==> src/rtl/mmm_bit_serial.sv <==
// Bit-serial Montgomery modular multiplier: r = A*B*2^-WIDTH mod M, one bit of A per enabled cycle.
// Define MMM_FINAL_SUB_EN to add the conditional final subtraction so r_out is fully reduced to [0, M).
module mmm_bit_serial #(
  parameter int WIDTH = 8
) (
  input  logic             clk,
  input  logic             rst,
  input  logic             ena,
  input  logic             rst_mmm,
  input  logic             ld_a,
  input  logic             ld_r,
  input  logic [WIDTH-1:0] a_in,
  input  logic [WIDTH-1:0] b_in,
  input  logic [WIDTH-1:0] m_in,
  output logic [WIDTH-1:0] r_out,
  output logic             busy,
  output logic             done
);

  localparam int CNT_W = (WIDTH > 1) ? $clog2(WIDTH) : 1;
  localparam int ACC_W = WIDTH + 2;
  localparam logic [CNT_W-1:0] CNT_LAST = CNT_W'(WIDTH - 1);

  logic [WIDTH-1:0] a_sr;
  logic [ACC_W-1:0] acc;
  logic [CNT_W-1:0] cnt;

  logic [ACC_W-1:0] addend_b;
  logic [ACC_W-1:0] t_sum;
  logic [ACC_W-1:0] addend_m;
  logic [ACC_W-1:0] t_red;
  logic [ACC_W-1:0] acc_step;
  logic [WIDTH-1:0] r_next;

`ifdef MMM_FINAL_SUB_EN
  // acc < 2M, so one conditional subtraction lands the result in [0, M).
  function automatic logic [WIDTH-1:0] final_reduce(input logic [ACC_W-1:0] acc_v,
                                                    input logic [WIDTH-1:0] m_v);
    logic [ACC_W-1:0] m_ext;
    logic [ACC_W-1:0] diff;
    m_ext = {2'b00, m_v};
    diff  = acc_v - m_ext;
    if (acc_v >= m_ext) return diff[WIDTH-1:0];
    else                return acc_v[WIDTH-1:0];
  endfunction
`else
  // Unreduced result in [0, 2M); only the low WIDTH bits are kept.
  function automatic logic [WIDTH-1:0] final_reduce(input logic [WIDTH-1:0] acc_v);
    return acc_v;
  endfunction
`endif

  // One Montgomery iteration: add B if the current multiplier bit is set,
  // then add M when needed to make the sum even before halving.
  always_comb begin
    addend_b = a_sr[0] ? {2'b00, b_in} : '0;
    t_sum    = acc + addend_b;
    addend_m = t_sum[0] ? {2'b00, m_in} : '0;
    t_red    = t_sum + addend_m;
    acc_step = t_red >> 1;
  end

  always_comb begin
`ifdef MMM_FINAL_SUB_EN
    r_next = final_reduce(acc, m_in);
`else
    r_next = final_reduce(acc[WIDTH-1:0]);
`endif
  end

  // Result capture works off the pre-update accumulator, independent of the control chain.
  always_ff @(posedge clk or posedge rst) begin
    if (rst) begin
      r_out <= '0;
    end else if (ena && ld_r) begin
      r_out <= r_next;
    end
  end

  always_ff @(posedge clk or posedge rst) begin
    if (rst) begin
      a_sr <= '0;
      acc  <= '0;
      cnt  <= '0;
      busy <= 1'b0;
      done <= 1'b0;
    end else if (ena) begin
      if (!rst_mmm) begin
        acc  <= '0;
        cnt  <= '0;
        busy <= 1'b0;
        done <= 1'b0;
      end else if (ld_a) begin
        a_sr <= a_in;
        acc  <= '0;
        cnt  <= '0;
        busy <= 1'b1;
        done <= 1'b0;
      end else if (busy) begin
        acc  <= acc_step;
        a_sr <= a_sr >> 1;
        cnt  <= cnt + 1'b1;
        if (cnt == CNT_LAST) begin
          busy <= 1'b0;
          done <= 1'b1;
        end
      end
    end
  end

endmodule

==> config.mk <==
export PLATFORM = sky130hd
export DESIGN_NAME = mmm_bit_serial
export DESIGN_NICKNAME = d
export VERILOG_FILES = /design/src/rtl/mmm_bit_serial.sv
export SDC_FILE = /design/constraint.sdc
export NUM_CORES = 1
export LEC_CHECK = 0
export ABC_AREA = 0
export BUFFER_PORTS_ARGS = -buffer_cell sky130_fd_sc_hd__clkbuf_2
export CORE_ASPECT_RATIO = 1.2
export CORE_MARGIN = 2
export CORE_UTILIZATION = 40
export DETAILED_ROUTE_END_ITERATION = 10
export PLACE_DENSITY_LB_ADDON = 0.05
export SLEW_MARGIN = 20
export SYNTH_ARGS = -nofsm -noshare
export SYNTH_HDL_FRONTEND = slang
export SYNTH_SLANG_ARGS = --single-unit
==> constraint.sdc <==
create_clock -name clk -period 3.2 [get_ports clk]
set_input_delay 0 -clock clk [delete_from_list [all_inputs] [get_ports clk]]
set_output_delay 0 -clock clk [all_outputs]
set_load 0.02 [all_outputs]
==> results.md, run 1 <==
* Overflow after GRT at 0
* Critical path class: reg2reg
* DP HPWL at between 3000 and 4000 um
* Design area at around 0.0028 mm^2
* Most used flip-flop cell after synthesis: dfrtp_1
* Fin crit share at 0.969
* # rows at 28
* Final wirelength at around 4700 um
* Final GP Congestion at about 0.79
* Starting Density at 0.414
* Status: finished clean
* CP peak stage delay at about 0.48 ns
* Worst slew margin at 0.359
* Largest net degree at the start of global routing at 31
* Layout cell share with drive strength beyond 1 at 0.392
* Average routed wire per standard cell at about 14 um
* CP Max Fanout at 5
* Ports at 40
* Die Y at 82.3 um
* DP Area at ~0.0024 mm^2
* Via density at around 5.3
* Post-synth EDFFs at 0
* Core Util, Final at 0.562
* Drt initial violations at 45
* Hold path cells at 3
* Global Route Usage Sum at 0.171
* Root buf cell: clkbuf_8
* # fillers at between 400 and 500
* Peak Freq at approximately 0.32 GHz
* Multi-input gate area at roughly 0.0014 mm^2
* # H-tree levels at 2
* Synth warn at 0
* HP Class: in2reg
* Register area at between 700 and 800 um^2
* Final Hold Fails at 0
* Critical path buffers and inverters at 1
* Req. time, crit path at roughly 3.4 ns
* Syn_area_per_cell at a little over 10 um^2
* Clock insertion delay at the later pin of the skew report at 0.28 ns
* Worst hold start: a_in[2]
* Number of global-route vias before repair at 1,725
* DRT Pass-1 Iters at 4
* Sequential share of the synthesized area at 0.367
* Global-route wire length before repair at approximately 7700 um
* Share of the synthesized area in the top cell type at 0.367
* Buffers on Ports at 39
* R2R cell count at 13
* Commonest non-fill, non-tap cell in the layout: clkbuf_2
* Post-synthesis cell count at 203
* Setup Skew at 0.00379 ns
* Clock Path Buffers at 2
* Cell variety after synth at 42
* DRC viols at 0
* Crit path from: a_sr[0]
* CTS sink cnt at 30
* Seq cells post-synth at 30
* Antenna violations before repair at 0
* Ant diodes at 0
* TritonCTS Buffers at 5
* Pwr dens at between 400 and 500 mW/mm^2
* Reg-to-Reg Start: a_sr[0]
* CP cell instances: and2_4, ha_4, buf_4, a211oi_4, o21bai_1, a21oi_1, xnor2_1, ha_1, nand3_2, a21boi_2, a311oi_2, or4_1, a32o_1
* Top Family by Delay on Critical Path: compound AO/OA/AOI/OAI gates
* Nets at ~320
* Startpoint Class: flop
* Synthesized area at 0.00204 mm^2
* Post-synth ARST share at 1.00
* Commonest cells after routing, fill and taps aside: clkbuf_2 (39), dfrtp_1 (29), buf_4 (24), nand2_1 (14)
* Max cap viols at 0
* Leading area contributor after synthesis: dfrtp_1
* Total core area at approximately 0.0049 mm^2
* Minimum clock period at approximately 3.1 ns
* Tightest Pin Transition at around 0.96 ns
* Synth-to-layout area growth at 35.7%
* CP Depth at 13
* Slowest cell on crit path: or4_1
* Vias at between 1.5k and 2k
* Worst hold slack at roughly 0.015 ns
* Worst-path clk slew at around 0.07 ns
* CTS tree: done
* Detail Route Antenna Nets at 0
* Max VDD drop at around 0.16 mV
* Crit end category: flop
* Die width at about 70 um
* Synth area leaders: dfrtp_1 (37%), ha_1 (11%), and2_1 (4.9%), mux2_2 (4.4%), o21ai_0 (3.9%)
* RSZ-0062 raised after global routing: yes
* Final setup viols at 0
* Worst EP arrival at about 3.3 ns
* Mapped Nets at about 250
* Setup_tns at 0 ns
* Leak at ~1.4 nW
* Final Max Slew Viols at 0
* Die area at approximately 0.0057 mm^2
cell families after synthesis:
| kind of cell | count (synthesis) | synth area share |
|---|---|---|
| DFF | 30 | 0.367 |
| adders and majority gates | 20 | 0.130 |
| muxes | 15 | 0.0783 |
| AOI/OAI and AO/OA | 64 | 0.220 |
| xor gates and xnor gates | 12 | 0.0514 |
| and+or+nand+nor | 50 | 0.132 |
| buffers and inverters | 12 | 0.0220 |
repair_timing:
item / 4_1_cts / 5_1_grt
gates resized for setup: 5 / 26
hold buffers: 3 / 0
setup buffers: 4 / 10
endpoints found under the setup margin: 2 / 2
pin swaps: 3 / 11
endpoints found under the hold margin: 32 / 0
layer usage:
layer,up-vias,track usage,share of wire
met5,-,0,0
met4,0,0.0843,0.021
met3,8,0.0255,0.029
met2,37,0.314,0.52
met1,833,0.197,0.43
li1,890,-,-
report_power, final:
part           internal, mW  total (mW)  switching, mW  leakage (nW)
Sequential            0.415       0.442         0.0267         0.405
Clock                 0.229       0.376          0.147        0.0579
Combinational         0.198       0.387          0.189         0.982
Total                 0.842        1.21          0.363          1.44
worst reg2reg max path: cells and delay by family (launching register included):
family	cells	cell delay, ns
AOI/OAI and AO/OA	6	0.98
and+or+nand+nor	3	0.76
adders and majority gates	2	0.54
DFF	1	0.44
buffers and inverters	1	0.14
xor gates and xnor gates	1	0.13
cell usage after synthesis, types with 3 or more instances:
cell      count
inv_1         7
ha_1         18
and2_1       16
nor2_1        5
xnor2_1       9
mux2i_1       7
a21oi_1       9
a22o_1        9
dfrtp_1      30
nand3_1       3
xor2_1        3
mux2_2        8
nand2_1      15
nand2b_1      3
o211ai_1      6
a21o_1        3
o21ai_0      16
clkbuf_1      5
a32o_1        3
through the flow:
stage | std cells | setup WS [ns] | power [mW]
after floorplan | 203 | 0.0216 | 0.652
after global placement | 308 | -0.0545 | 0.741
after detailed placement | 308 | -0.169 | 0.741
after CTS | 323 | 0.0178 | 1.14
after global routing | 333 | -0.0315 | 1.28
final | 333 | 0.0998 | 1.21
path summary, 6_finish.rpt:
check | end | slack, ns
setup / recovery | acc[8] | 0.1
hold / removal | a_sr[2] | 0.02
setup reg to reg | acc[8] | 0.1
hold reg to reg | a_sr[5] | 0.48
max in group asynchronous | a_sr[0] | 2.59
min in group asynchronous | r_out[6] | 0.32
registers in the layout, summed over array words and instances (netlist names):
register	flops
a_sr	8
r_out	8
busy	1
done	1
cnt	3
acc	9
cell type report:
type	instances	share of cell area
flip-flops and latches	30	0.271
clock buffers	5	0.0248
repair buffers	67	0.150
well taps	60	0.0271
clock inverters	3	0.0144
multi-input cells	161	0.503
inverters	7	0.00947
Power figures use the tool's default switching activity.
==> run 2: changes to the inputs <==
--- a/config.mk
+++ b/config.mk
@@ -9,7 +9,7 @@
 export BUFFER_PORTS_ARGS = -buffer_cell sky130_fd_sc_hd__clkbuf_2
 export CORE_ASPECT_RATIO = 1.2
 export CORE_MARGIN = 2
-export CORE_UTILIZATION = 40
+export CORE_UTILIZATION = 25
 export DETAILED_ROUTE_END_ITERATION = 10
 export PLACE_DENSITY_LB_ADDON = 0.05
 export SLEW_MARGIN = 20
==> run 2 against run 1 <==
Net effect: sequential cell count unchanged; cell count is 9.3% higher; sequential share of layout area rose by 1.0 points; register-to-register slack lost 0.04 ns; first-iteration DRC count down 42%; critical path type unchanged; largest cell class unchanged.
==> results.md, run 2 (synthesized netlist as in run 1, its figures left out) <==
* Clock insertion delay at the later pin of the skew report at 0.27 ns (was 0.28 ns)
* Tot Pwr at 1.10 mW (was 1.21 mW)
* Core Util, Final at 0.333 (was 0.562)
* Die Y at 103 um (was 82.3 um)
* Synth-to-layout area growth at 30.5% (was 35.7%)
* CP Max Fanout at 6 (was 5)
* Ports at 40 (unchanged)
* Detail Route Antenna Nets at 0 (unchanged)
* Final Max Slew Viols at 0 (unchanged)
* Crit end category: flop (unchanged)
* Final GP Congestion at 0.740 (was 0.794)
* Critical path buffers and inverters at 1 (unchanged)
* R2r setup slk at 0.06 ns (was 0.1 ns)
* Hold endpoint: a_sr[7] (was a_sr[2])
* Hold path cells at 3 (unchanged)
* Global-route wire length before repair at 8110 um (was 7650 um)
* Worst r2r dst: acc[8] (unchanged)
* Final Hold Fails at 0 (unchanged)
* Commonest cells after routing, fill and taps aside: clkbuf_2 (39), dfrtp_1 (30), buf_4 (21), and2_1 (16), ha_1 (16) (was clkbuf_2 (39), dfrtp_1 (29), buf_4 (24), nand2_1 (14))
* Max cap viols at 0 (unchanged)
* Drt initial violations at 26 (was 45)
* Final setup viols at 0 (unchanged)
* Global Route Usage Sum at 0.119 (was 0.171)
* CTS tree: done (unchanged)
* Biggest regs: acc x9, a_sr x8, r_out x8 (unchanged)
* Final wirelength at 5060 um (was 4670 um)
* Die area at 0.00892 mm^2 (was 0.00570 mm^2)
* Overflow after GRT at 0 (unchanged)
* Critical path class: reg2reg (unchanged)
* Buffers on Ports at 39 (unchanged)
* Tightest Pin Transition at 0.909 ns (was 0.956 ns)
* CP peak stage delay at 0.47 ns (was 0.48 ns)
* Fin crit share at 0.980 (was 0.969)
* Crit path top cell by count: ha_1
* Top Family by Delay on Critical Path: simple AND/OR/NAND/NOR gates (was compound AO/OA/AOI/OAI gates)
* Ant diodes at 0 (unchanged)
* CP cell instances: buf_4, and2_1, ha_1, o211ai_1, a21oi_4, nor2_1, xnor2_1, ha_1, nand3_2, a21boi_2, a311oi_1, or4_1, a32o_1 (was and2_4, ha_4, buf_4, a211oi_4, o21bai_1, a21oi_1, xnor2_1, ha_1, nand3_2, a21boi_2, a311oi_2, or4_1, a32o_1)
* CTS sink cnt at 30 (unchanged)
* Startpoint Class: flop (unchanged)
* HP Class: in2reg (unchanged)
* Placed Instances at 353 (was 308)
* Worst slew margin at 0.391 (was 0.359)
* # fillers at 866 (was 450)
* Worst-path clk slew at 0.07 ns (about the same)
* RSZ-0062 raised after global routing: yes (unchanged)
* Nets at 318 (was 322)
* Slowest cell on crit path: or4_1 (unchanged)
* Antenna violations before repair at 0 (unchanged)
* Worst hold slack at 0.0403 ns (was 0.0154 ns)
* Number of global-route vias before repair at 1,732 (was 1,725)
* Starting Density at 0.255 (was 0.414)
* Vias at 1,727 (was 1,768)
* Final Non-Filler Cells at 364 (was 333)
* DRT Pass-1 Iters at 4 (unchanged)
* Layout cell share with drive strength beyond 1 at 0.335 (was 0.392)
* Clock Path Buffers at 2 (unchanged)
* Max VDD drop at 0.128 mV (was 0.162 mV)
* Minimum clock period at 3.14 ns (was 3.10 ns)
* Total core area at 0.00802 mm^2 (was 0.00494 mm^2)
* Reg-to-Reg Start: a_sr[0] (unchanged)
* Via density at 4.74 (was 5.31)
* Max reg flops at 9 (unchanged)
* Root buf cell: clkbuf_8 (unchanged)
* Worst EP arrival at 3.30 ns (was 3.27 ns)
* Req. time, crit path at 3.37 ns (about the same)
* Largest net degree at the start of global routing at 27 (was 31)
* Average routed wire per standard cell at 13.9 um (was 14.0 um)
* Reg with most FFs: acc (unchanged)
* TritonCTS Buffers at 5 (unchanged)
* Worst hold start: rst_mmm (was a_in[2])
* Commonest non-fill, non-tap cell in the layout: clkbuf_2 (unchanged)
* # H-tree levels at 2 (unchanged)
* R2R cell count at 13 (unchanged)
* Number of post-CTS setup repair buffers at 0 (was 4)
* Leak at 1.41 nW (was 1.44 nW)
* Peak Freq at 0.319 GHz (was 0.323 GHz)
* DRC viols at 0 (unchanged)
* DP HPWL at 4010 um (was 3440 um)
* # rows at 36 (was 28)
* Setup Skew at 0.00369 ns (was 0.00379 ns)
* Status: finished clean (unchanged)
* Die width at 86.6 um (was 69.3 um)
* Pwr dens at 414 mW/mm^2 (was 434 mW/mm^2)
==> run 2: final cells by class <==
class	instances	area, um^2	share of cell area
Timing Repair Buffer	63	383	0.143
Inverter	7	26.3	0.00985
Sequential cell	30	751	0.281
Clock buffer	7	86.3	0.0323
Clock inverter	1	5.00	0.00188
Tap cell	95	119	0.0445
Multi-Input combinational cell	161	1300	0.487
==> run 2: report_power, final <==
part | leakage [nW] | internal (mW) | switching (mW)
Sequential | 0.406 | 0.415 | 0.0215
Clock | 0.0482 | 0.173 | 0.144
Combinational | 0.956 | 0.168 | 0.182
==> run 2: tightest hold or removal path: stages <==
cell and delay (ns):
clkbuf_2 0.13, nand4_1 0.10, nand2_1 0.05
==> run 2: timing repair <==
item                                    4_1_cts  5_1_grt
hold endpoints to repair                     27        0
hold buffers                                  3        0
resized for setup                             3       12
endpoints found under the setup margin        2        3
pin swaps                                     1        7
==> run 2: worst max path at each step <==
stage / from / to / cells past startpoint
after floorplan: a_sr[0] / acc[8] / 14
after global placement: a_sr[0] / acc[8] / 12
after detailed placement: a_sr[0] / acc[8] / 13
after CTS: a_sr[0] / acc[8] / 14
after global routing: a_sr[0] / acc[8] / 13
final: a_sr[0] / acc[8] / 13
==> run 2: routing by layer <==
layer  global-route usage  up-vias  share of wire
met4               0.0445        0          0.017
li1                     -      884              -
met1                0.148      801           0.47
met5                    0        -              0
met2                0.206       36           0.48
met3               0.0216        6          0.036
==> run 2: per-stage QoR <==
stage          setup slack [ns]  instance area, um^2  TNS, ns
2_1_floorplan            0.0216                 2040        0
3_3_place_gp           0.000157                 2500        0
3_5_place_dp            -0.0308                 2500  -0.0308
4_1_cts                 0.00786                 2620        0
5_1_grt                  -0.105                 2670   -0.148
6_report                 0.0629                 2670        0
